## config.mk

```make
export PLATFORM = sky130hd
export DESIGN_NAME = wash_run
export DESIGN_NICKNAME = d
export VERILOG_FILES = /design/src/rtl/wash_run.sv
export SDC_FILE = /design/constraint.sdc
export NUM_CORES = 1
export LEC_CHECK = 0
export ABC_AREA = 1
export CORE_ASPECT_RATIO = 1.25
export CORE_MARGIN = 2
export CORE_UTILIZATION = 48
export DETAILED_ROUTE_END_ITERATION = 8
export PLACE_DENSITY = 0.83
export RECOVER_POWER = 100
export SLEW_MARGIN = 20
export SYNTH_ARGS = -nofsm -noshare
export SYNTH_HDL_FRONTEND = slang
export SYNTH_SLANG_ARGS = --single-unit
```

## constraint.sdc

```tcl
create_clock -name clk_i -period 3.1 [get_ports clk_i]
set_input_delay 0.62 -clock clk_i [delete_from_list [all_inputs] [get_ports clk_i]]
set_output_delay 0.62 -clock clk_i [all_outputs]
set_load 0.02 [all_outputs]
```

## src/rtl/wash_run.sv

```systemverilog
// Washer execution back end. Charges the selected program against the balance,
// then sequences the timed WASH/RINSE/SPIN phases with a BCD seconds countdown.
// All outputs come straight from flops; none has a combinational path from an input.
module wash_run #(
  parameter int unsigned TICK    = 100_000_000,
  parameter int unsigned T_WASH  = 20,
  parameter int unsigned T_RINSE = 10,
  parameter int unsigned T_SPIN  = 5,
  parameter int unsigned P_STD   = 10,
  parameter int unsigned P_QUICK = 6,
  parameter int unsigned P_HEAVY = 15,
  parameter int unsigned P_SPIN  = 3
) (
  input  logic        clk_i,
  input  logic        rst_i,
  input  logic        start_i,
  input  logic [1:0]  mode_i,
  input  logic [11:0] bal_in_i,
  input  logic        pause_i,
  input  logic        abort_i,
  output logic [11:0] bal_out_o,
  output logic        busy_o,
  output logic        done_o,
  output logic        err_o,
  output logic        paused_o,
  output logic [3:0]  t2_o,
  output logic [3:0]  t1_o,
  output logic [3:0]  t0_o,
  output logic [2:0]  st_light_o
);

  localparam int unsigned TW = (TICK > 32'd1) ? $clog2(TICK) : 1;
  localparam logic [TW-1:0] TICK_LAST = TW'(TICK - 32'd1);
  localparam logic [TW-1:0] TICK_ONE  = TW'(1);

  typedef enum logic [2:0] {
    S_IDLE   = 3'd0,
    S_CHARGE = 3'd1,
    S_WASH   = 3'd2,
    S_RINSE  = 3'd3,
    S_SPIN   = 3'd4,
    S_DONE   = 3'd5,
    S_ERR    = 3'd6
  } state_t;

  // Binary seconds to three BCD digits {hundreds, tens, units}.
  function automatic logic [11:0] to_bcd(input int unsigned v);
    to_bcd = {4'((v / 32'd100) % 32'd10), 4'((v / 32'd10) % 32'd10), 4'(v % 32'd10)};
  endfunction

  // BCD decrement with borrow; only used while the value is above 001.
  function automatic logic [11:0] bcd_dec(input logic [11:0] v);
    logic [3:0] h, t, u;
    h = v[11:8];
    t = v[7:4];
    u = v[3:0];
    if (u != 4'd0) begin
      u = u - 4'd1;
    end else begin
      u = 4'd9;
      if (t != 4'd0) begin
        t = t - 4'd1;
      end else begin
        t = 4'd9;
        h = h - 4'd1;
      end
    end
    bcd_dec = {h, t, u};
  endfunction

  // Program price in balance units.
  function automatic logic [11:0] price_of(input logic [1:0] m);
    case (m)
      2'b00:   price_of = 12'(P_STD);
      2'b01:   price_of = 12'(P_QUICK);
      2'b10:   price_of = 12'(P_HEAVY);
      2'b11:   price_of = 12'(P_SPIN);
      default: price_of = 12'(P_STD);
    endcase
  endfunction

  // First phase of a program: spin-only skips straight to SPIN.
  function automatic state_t first_phase(input logic [1:0] m);
    first_phase = (m == 2'b11) ? S_SPIN : S_WASH;
  endfunction

  // Phase following s; quick skips RINSE, SPIN is always last.
  function automatic state_t next_phase(input state_t s, input logic [1:0] m);
    case (s)
      S_WASH:  next_phase = (m == 2'b01) ? S_SPIN : S_RINSE;
      S_RINSE: next_phase = S_SPIN;
      S_SPIN:  next_phase = S_DONE;
      default: next_phase = S_IDLE;
    endcase
  endfunction

  // Phase length in BCD; heavy doubles the wash.
  function automatic logic [11:0] dur_bcd(input state_t s, input logic [1:0] m);
    case (s)
      S_WASH:  dur_bcd = (m == 2'b10) ? to_bcd(32'd2 * T_WASH) : to_bcd(T_WASH);
      S_RINSE: dur_bcd = to_bcd(T_RINSE);
      S_SPIN:  dur_bcd = to_bcd(T_SPIN);
      default: dur_bcd = 12'h000;
    endcase
  endfunction

  // Phase light pattern for a state.
  function automatic logic [2:0] light_of(input state_t s);
    case (s)
      S_WASH:  light_of = 3'b001;
      S_RINSE: light_of = 3'b010;
      S_SPIN:  light_of = 3'b100;
      S_DONE:  light_of = 3'b111;
      default: light_of = 3'b000;
    endcase
  endfunction

  state_t         state_q, state_d;
  logic [1:0]     mode_q, mode_d;
  logic [11:0]    bal_q, bal_d;
  logic [TW-1:0]  tick_q, tick_d;
  logic [11:0]    t_q, t_d;
  logic           paused_q, paused_d;
  logic           busy_q, busy_d;
  logic           done_q, done_d;
  logic           err_q, err_d;
  logic [2:0]     light_q, light_d;
  state_t         nxt_s;

  // Next-state and next-output computation for the whole run sequencer.
  always_comb begin
    state_d  = state_q;
    mode_d   = mode_q;
    bal_d    = bal_q;
    tick_d   = tick_q;
    t_d      = t_q;
    paused_d = paused_q;
    nxt_s    = next_phase(state_q, mode_q);
    case (state_q)
      S_IDLE: begin
        if (start_i) begin
          state_d = S_CHARGE;
          mode_d  = mode_i;
        end else begin
          state_d = S_IDLE;
        end
      end
      S_CHARGE: begin
        if (abort_i) begin
          state_d  = S_IDLE;
          t_d      = 12'h000;
          paused_d = 1'b0;
        end else if ($signed(bal_in_i) >= $signed(price_of(mode_q))) begin
          bal_d    = bal_in_i - price_of(mode_q);
          state_d  = first_phase(mode_q);
          t_d      = dur_bcd(first_phase(mode_q), mode_q);
          tick_d   = '0;
          paused_d = 1'b0;
        end else begin
          state_d = S_ERR;
        end
      end
      S_WASH, S_RINSE, S_SPIN: begin
        if (abort_i) begin
          state_d  = S_IDLE;
          t_d      = 12'h000;
          tick_d   = '0;
          paused_d = 1'b0;
        end else if (paused_q) begin
          paused_d = ~pause_i;
        end else if (tick_q == TICK_LAST) begin
          tick_d = '0;
          if (t_q == 12'h001) begin
            // Expiry wins over a coincident pause: the new phase starts unpaused.
            paused_d = 1'b0;
            state_d  = nxt_s;
            if (nxt_s == S_DONE) begin
              t_d = 12'h000;
            end else begin
              t_d = dur_bcd(nxt_s, mode_q);
            end
          end else begin
            t_d      = bcd_dec(t_q);
            paused_d = pause_i;
          end
        end else begin
          tick_d   = tick_q + TICK_ONE;
          paused_d = pause_i;
        end
      end
      S_DONE: begin
        if (start_i) begin
          state_d = S_CHARGE;
          mode_d  = mode_i;
        end else begin
          state_d = S_DONE;
        end
      end
      S_ERR: begin
        if (start_i) begin
          state_d = S_CHARGE;
          mode_d  = mode_i;
        end else if (abort_i) begin
          state_d = S_IDLE;
        end else begin
          state_d = S_ERR;
        end
      end
      default: begin
        state_d  = S_IDLE;
        t_d      = 12'h000;
        tick_d   = '0;
        paused_d = 1'b0;
      end
    endcase
    busy_d  = (state_d == S_CHARGE) || (state_d == S_WASH) ||
              (state_d == S_RINSE)  || (state_d == S_SPIN);
    done_d  = (state_d == S_DONE);
    err_d   = (state_d == S_ERR);
    light_d = light_of(state_d);
  end

  // Sequencer state and registered outputs, with synchronous reset.
  always_ff @(posedge clk_i) begin
    if (rst_i) begin
      state_q  <= S_IDLE;
      mode_q   <= 2'b00;
      bal_q    <= 12'h000;
      tick_q   <= '0;
      t_q      <= 12'h000;
      paused_q <= 1'b0;
      busy_q   <= 1'b0;
      done_q   <= 1'b0;
      err_q    <= 1'b0;
      light_q  <= 3'b000;
    end else begin
      state_q  <= state_d;
      mode_q   <= mode_d;
      bal_q    <= bal_d;
      tick_q   <= tick_d;
      t_q      <= t_d;
      paused_q <= paused_d;
      busy_q   <= busy_d;
      done_q   <= done_d;
      err_q    <= err_d;
      light_q  <= light_d;
    end
  end

  assign bal_out_o  = bal_q;
  assign busy_o     = busy_q;
  assign done_o     = done_q;
  assign err_o      = err_q;
  assign paused_o   = paused_q;
  assign t2_o       = t_q[11:8];
  assign t1_o       = t_q[7:4];
  assign t0_o       = t_q[3:0];
  assign st_light_o = light_q;

endmodule

```

# Word level (Yosys, flattened, before mapping)
# Cells that the tools add are included.
# totals
register_bits,63
inputBits,19
output_inout_bits,31
word_cells,118
# classes
n_addsub,5
order_cmp,1
eq_ne,31
mux,50
bitwise_logic,3
n_reduce_logical,16
# op_table
op,n
2-to-1 mux 27 bit,5
2-to-1 mux 12 bit,11
case mux 27 bit (3 select lines),1
case mux 12 bit (4 select lines),1
case mux 7 bit (3 select lines),2
case mux 12 bit (3 select lines),1
2-to-1 mux 3 bit,11
adder 27 x 1 -> 27 bit (second input constant),1
equality test 27 bit (second input constant),1
equality test 3 bit (second input constant),9
equality test 3 x 2 -> 1 bit (second input constant),8
2-to-1 mux 4 bit,5
case mux 3 bit (5 select lines),1
2-to-1 mux 7 bit,2
equality test 12 x 1 -> 1 bit (second input constant),1
greater-or-equal comparator 12 bit,1
case mux 3 bit (4 select lines),1
subtractor 12 bit,1
subtractor 4 x 1 -> 4 bit (second input constant),3
inequality test 3 bit (second input constant),3
case mux 3 bit (3 select lines),1
inequality test 4 bit (second input constant),2
AND reduction 4 bit,2
nonzero test 4 bit,2
other kinds (15),30

# Depth between registers and ports, before layout
# logic_depth
word_depth,12
depth_mapped,19
ltp_nobuf,19

# Worst setup path before layout
# Ideal clock, no wire load.
# synth_timing
path_kind,register to register
start,reg mode_q[0]
end,reg tick_q[1]
setup_ns,0.115
arrival_ns,2.355
required_time_ns,2.985
slack_ns,0.630
path_stages_with_launch,19
path_buffers,1
synth_period_minus_slack_ns,2.470
cell_sequence,dfxtp_1 -> inv_1 -> ha_1 -> or2_2 -> ha_1 -> inv_1 -> ha_1 -> inv_1 -> nor2_1 -> nor2_1 -> nand3_1 -> nand2_1 -> o21ai_1 -> nand2_2 -> nand2_1 -> nand2_1 -> buf_4 -> o21ai_1 -> nor2_1
# synth_via
elab_chain_cells,7
word_cells_on_any_way,10
classes_between,order compare (1); eq/ne (4); mux (3); reduce/logical (2)
# synth_rtl
element,line_no,text
start: declaration,119,"logic [1:0] mode_q, mode_d;"
start signal: assignment,238,mode_q <= mode_d;
"equality test 2 bit, or another cell as far along",73,case (m)
case mux 12 bit (4 select lines) (*),73,
2-to-1 mux 12 bit (*),149,if (abort_i) begin
2-to-1 mux 12 bit (*),139,case (state_q)
greater-or-equal comparator 12 bit (*),153,end else if ($signed(bal_in_i) >= $signed(price_of(mode_q))) begin
inequality test 2 bit (no source line) (*),--,
AND reduction 4 bit (no source line) (*),--,
end signal: assignment,240,tick_q <= tick_d;
end: declaration,121,"logic [TW-1:0] tick_q, tick_d;"
# Every way passes the cells marked *; elsewhere a longest branch is shown, timed or not. The select of a mux whose other input is x is not followed.
# A chain may end at the register's enable or synchronous reset.

# Final worst setup path
# layout_timing
start,reg mode_q[0]
end,reg t_q[10]
# layout_via
elab_chain_cells,7
word_cells_on_any_way,10
classes_between,order compare (1); eq/ne (4); mux (3); reduce/logical (2)
# layout_rtl
element,line_no,text
"equality test 2 bit, or another cell as far along",73,
case mux 12 bit (4 select lines) (*),73,
2-to-1 mux 12 bit (*),149,
2-to-1 mux 12 bit (*),139,
greater-or-equal comparator 12 bit (*),153,
inequality test 3 bit (no source line) (*),--,
AND reduction 6 bit (no source line) (*),--,
end signal: assignment,241,t_q <= t_d;
end: declaration,122,"logic [11:0] t_q, t_d;"
# Marks and branches as above.

==> impl_metrics.ini <==
[status]
status = completed

[global_routing]
grt_use_total_pct = 23.73
antenna_found_initial = 0
grt_max_degree = 27
grt_first_pass_wirelength_mm = 17.21
grt_pass1_vias = 3984
grt-ovfl-total = 0

[worst_setup_path]
path_cells = inv_1 > ha_1 > or2_2 > ha_1 > inv_1 > ha_1 > inv_1 > nor2_2 > nor2_1 > nand3_1 > nand2_1 > nand2_1 > nand2_1 > nor2_1 > nand2_2 > o21ai_0 > a21oi_1
worstPathMaxFanout = 7
cp.required_ns = 3.33
crit_type = reg -> reg
slowest_delay_ns = 0.36
reg2reg_slack_ns = 0.19
crit_arrival_ns = 3.14
end_kind = flip-flop
cpLargestDelayFamily = simple AND/OR/NAND/NOR gates
critical_path.slowest_cell = dfxtp_1
startpoint_type = flip-flop
cp_num_buf_inv = 3

[sta]
final-hold-violation-count = 0
tightestPinTransition_ns = 0.9784
fmax_mhz = 343.9
setup_viol = 0
final_max_slew_viol_count = 0
rsz0062_at_grt = false
tns_ns = 0
slew_headroom_pct = 34.78
skew_ns = 0.008599
period_share_pct = 93.81
period_needed_ns = 2.908

[logic_synthesis]
syn_avg_cell_area_um2 = 6.308
synth_top_area_share_pct = 31.84
synth_area_um2 = 3961
ys_seq_elements = 63
synth_area_leader_cell = dfxtp_1
synthDistinctLibCells = 37
ys_seq_area_share_pct = 31.84
synthTopCellsByArea = dfxtp_1 32%, nand2_1 13%, nor2_1 9.0%, inv_1 8.5%, nand3_1 6.6%
syn_nets = 662
syn_inst = 628
yosys_warnings = 0

[detailed_routing]
wl_mm = 10.27
drc = 0
dr.pass1.iters = 5
avgRoutedWirePerCell_um = 13.14
drt_iter0_drc = 215
avgViaCountPerCell = 5.261
vias = 4114
postRouteAntennaNets = 0

[clock_tree]
clk_pin_slew_ns = 0.07
clock_latency_ns = 0.35
tritoncts = yes
cts.sinks = 63
numCtsBuffers = 9
cts_buffer_depth = 2
cts_root_buffer = clkbuf_8
htreeDepth = 3
cts_setup_buffers = 0

[floorplan]
die_y_um = 105.6
start_util_pct = 48.90
chipWidth_um = 85.26
rows = 37
dieArea_um2 = 9000
core_area_um2 = 8102
io_pins = 50

[pwr]
powerDensity_nw_per_um2 = 429.8
p_switching_uw = 586.8
p_int_uw = 1452
ir_drop_mv = 0.3025
clkPwrFrac_pct = 38.3
p_comb_share_pct = 19.3
swShare_pct = 28.79
seqPwrFrac_pct = 42.4
leakagePower_uw = 0.002119
p_total_uw = 2039

[placed_design]
port_buffers = 49
dp_hpwl_mm = 8.068
placed_cell_area_um2 = 4537
gp_congestion = 1.024

[finish]
antenna_cells = 0
drive_above_1_share_pct = 6.131
final_cell_mix = 135 x nand2_1, 95 x nor2_1, 92 x inv_1, 63 x dfxtp_1, 52 x nand3_1
postLayoutCellArea_um2 = 4743
n_fill_cell = 772
area_growth_pct = 19.74
nets = 715
mostFrequentLayoutCell = nand2_1

[min_path]
hp-class = reg -> reg

[run]
maxCapViolCount = 0
-- cell families (layout without fill, tap and decap cells) --
kind of cell	Yosys count	count (layout)	synth area share [%]
AO/OA/AOI/OAI	101	101	13.58
XOR/XNOR	12	12	2.653
AND/OR/NAND/NOR	328	328	35.85
buffers and inverters	109	166	11.34
flip-flops	63	63	31.84
adder cells (fa/ha/maj)	15	15	4.738
-- through the flow --
| step | setup slack, ns | hold WS, ns | cells | utilization (%) |
|---|---|---|---|---|
| finish | 0.1920 | 0.4722 | 782 | 58.55 |
| global route | 0.03570 | 0.5037 | 782 | 58.55 |
| CTS | 0.1580 | 0.4850 | 782 | 58.61 |
| detailed placement | 0.02160 | 0.4750 | 767 | 56.00 |
| global placement | 0.1308 | 0.4641 | 767 | 56.00 |
| floorplan | 0.6298 | 0.4524 | 628 | - |
-- final cells by class --
| class | instances | area [um2] | area share (%) |
|---|---|---|---|
| Multi-Input combinational cell | 456 | 2251 | 47.45 |
| Sequential cell | 63 | 1261 | 26.59 |
| Timing Repair Buffer | 56 | 536.8 | 11.32 |
| Inverter | 95 | 361.6 | 7.623 |
| Clock buffer | 11 | 141.4 | 2.981 |
| Tap cell | 97 | 121.4 | 2.559 |
| Clock inverter | 4 | 70.07 | 1.477 |
-- worst min-delay path, stage by stage, from the launching register on --
cell,delay [ns]
dfxtp_1,0.32
nand2_1,0.06
a21oi_1,0.05
-- repair_timing --
action	4_1_cts	5_1_grt
resized for setup	0	5
hold buffers	0	0
endpoints found under the setup margin	0	16
-- cells in the mapped netlist, drive strengths merged --
cell type,count
nand2,142
nor2,99
inv,94
dfxtp,63
nand3,53
a21oi,48
o21ai,45
nor3,16
ha,15
nand4,11
buf,8
xor2,8
clkbuf,6
xnor2,4
or2,3
a31oi,2
nor4,2
o21bai,2
o22ai,2
a221oi,1
clkinv,1
nand3b,1
nor3b,1
o311ai,1
-- power groups by stage --
stage	clock (uW)	combinational, uW	sequential, uW
finish	782	393	864
global route	838	439	868
CTS	797	400	865
detailed placement	0	398	883
global placement	0	388	881
floorplan	0	245	906
-- flip-flops by register name, indices dropped and copies added (netlist names), 2 cells and up --
name and cells:
state_q 3, mode_q 2, bal_out_o 12, t_q 12, tick_q 27, st_light_o 3
-- metal layers --
metal / GRT usage [%] / part of all wire (%)
met1: 24.34 / 39
met2: 42.97 / 51
met3: 4.699 / 3.8
met4: 15.19 / 5.4
met5: 0 / 0
-- worst paths after layout --
check,end,startpoint,cells past startpoint
worst min-delay path,bal_out_o[2],bal_out_o[2],2
worst min register to register,bal_out_o[2],bal_out_o[2],2
worst max-delay path,t_q[10],mode_q[0],17
worst max register to register,t_q[10],mode_q[0],17
Power figures use the tool's default switching activity.
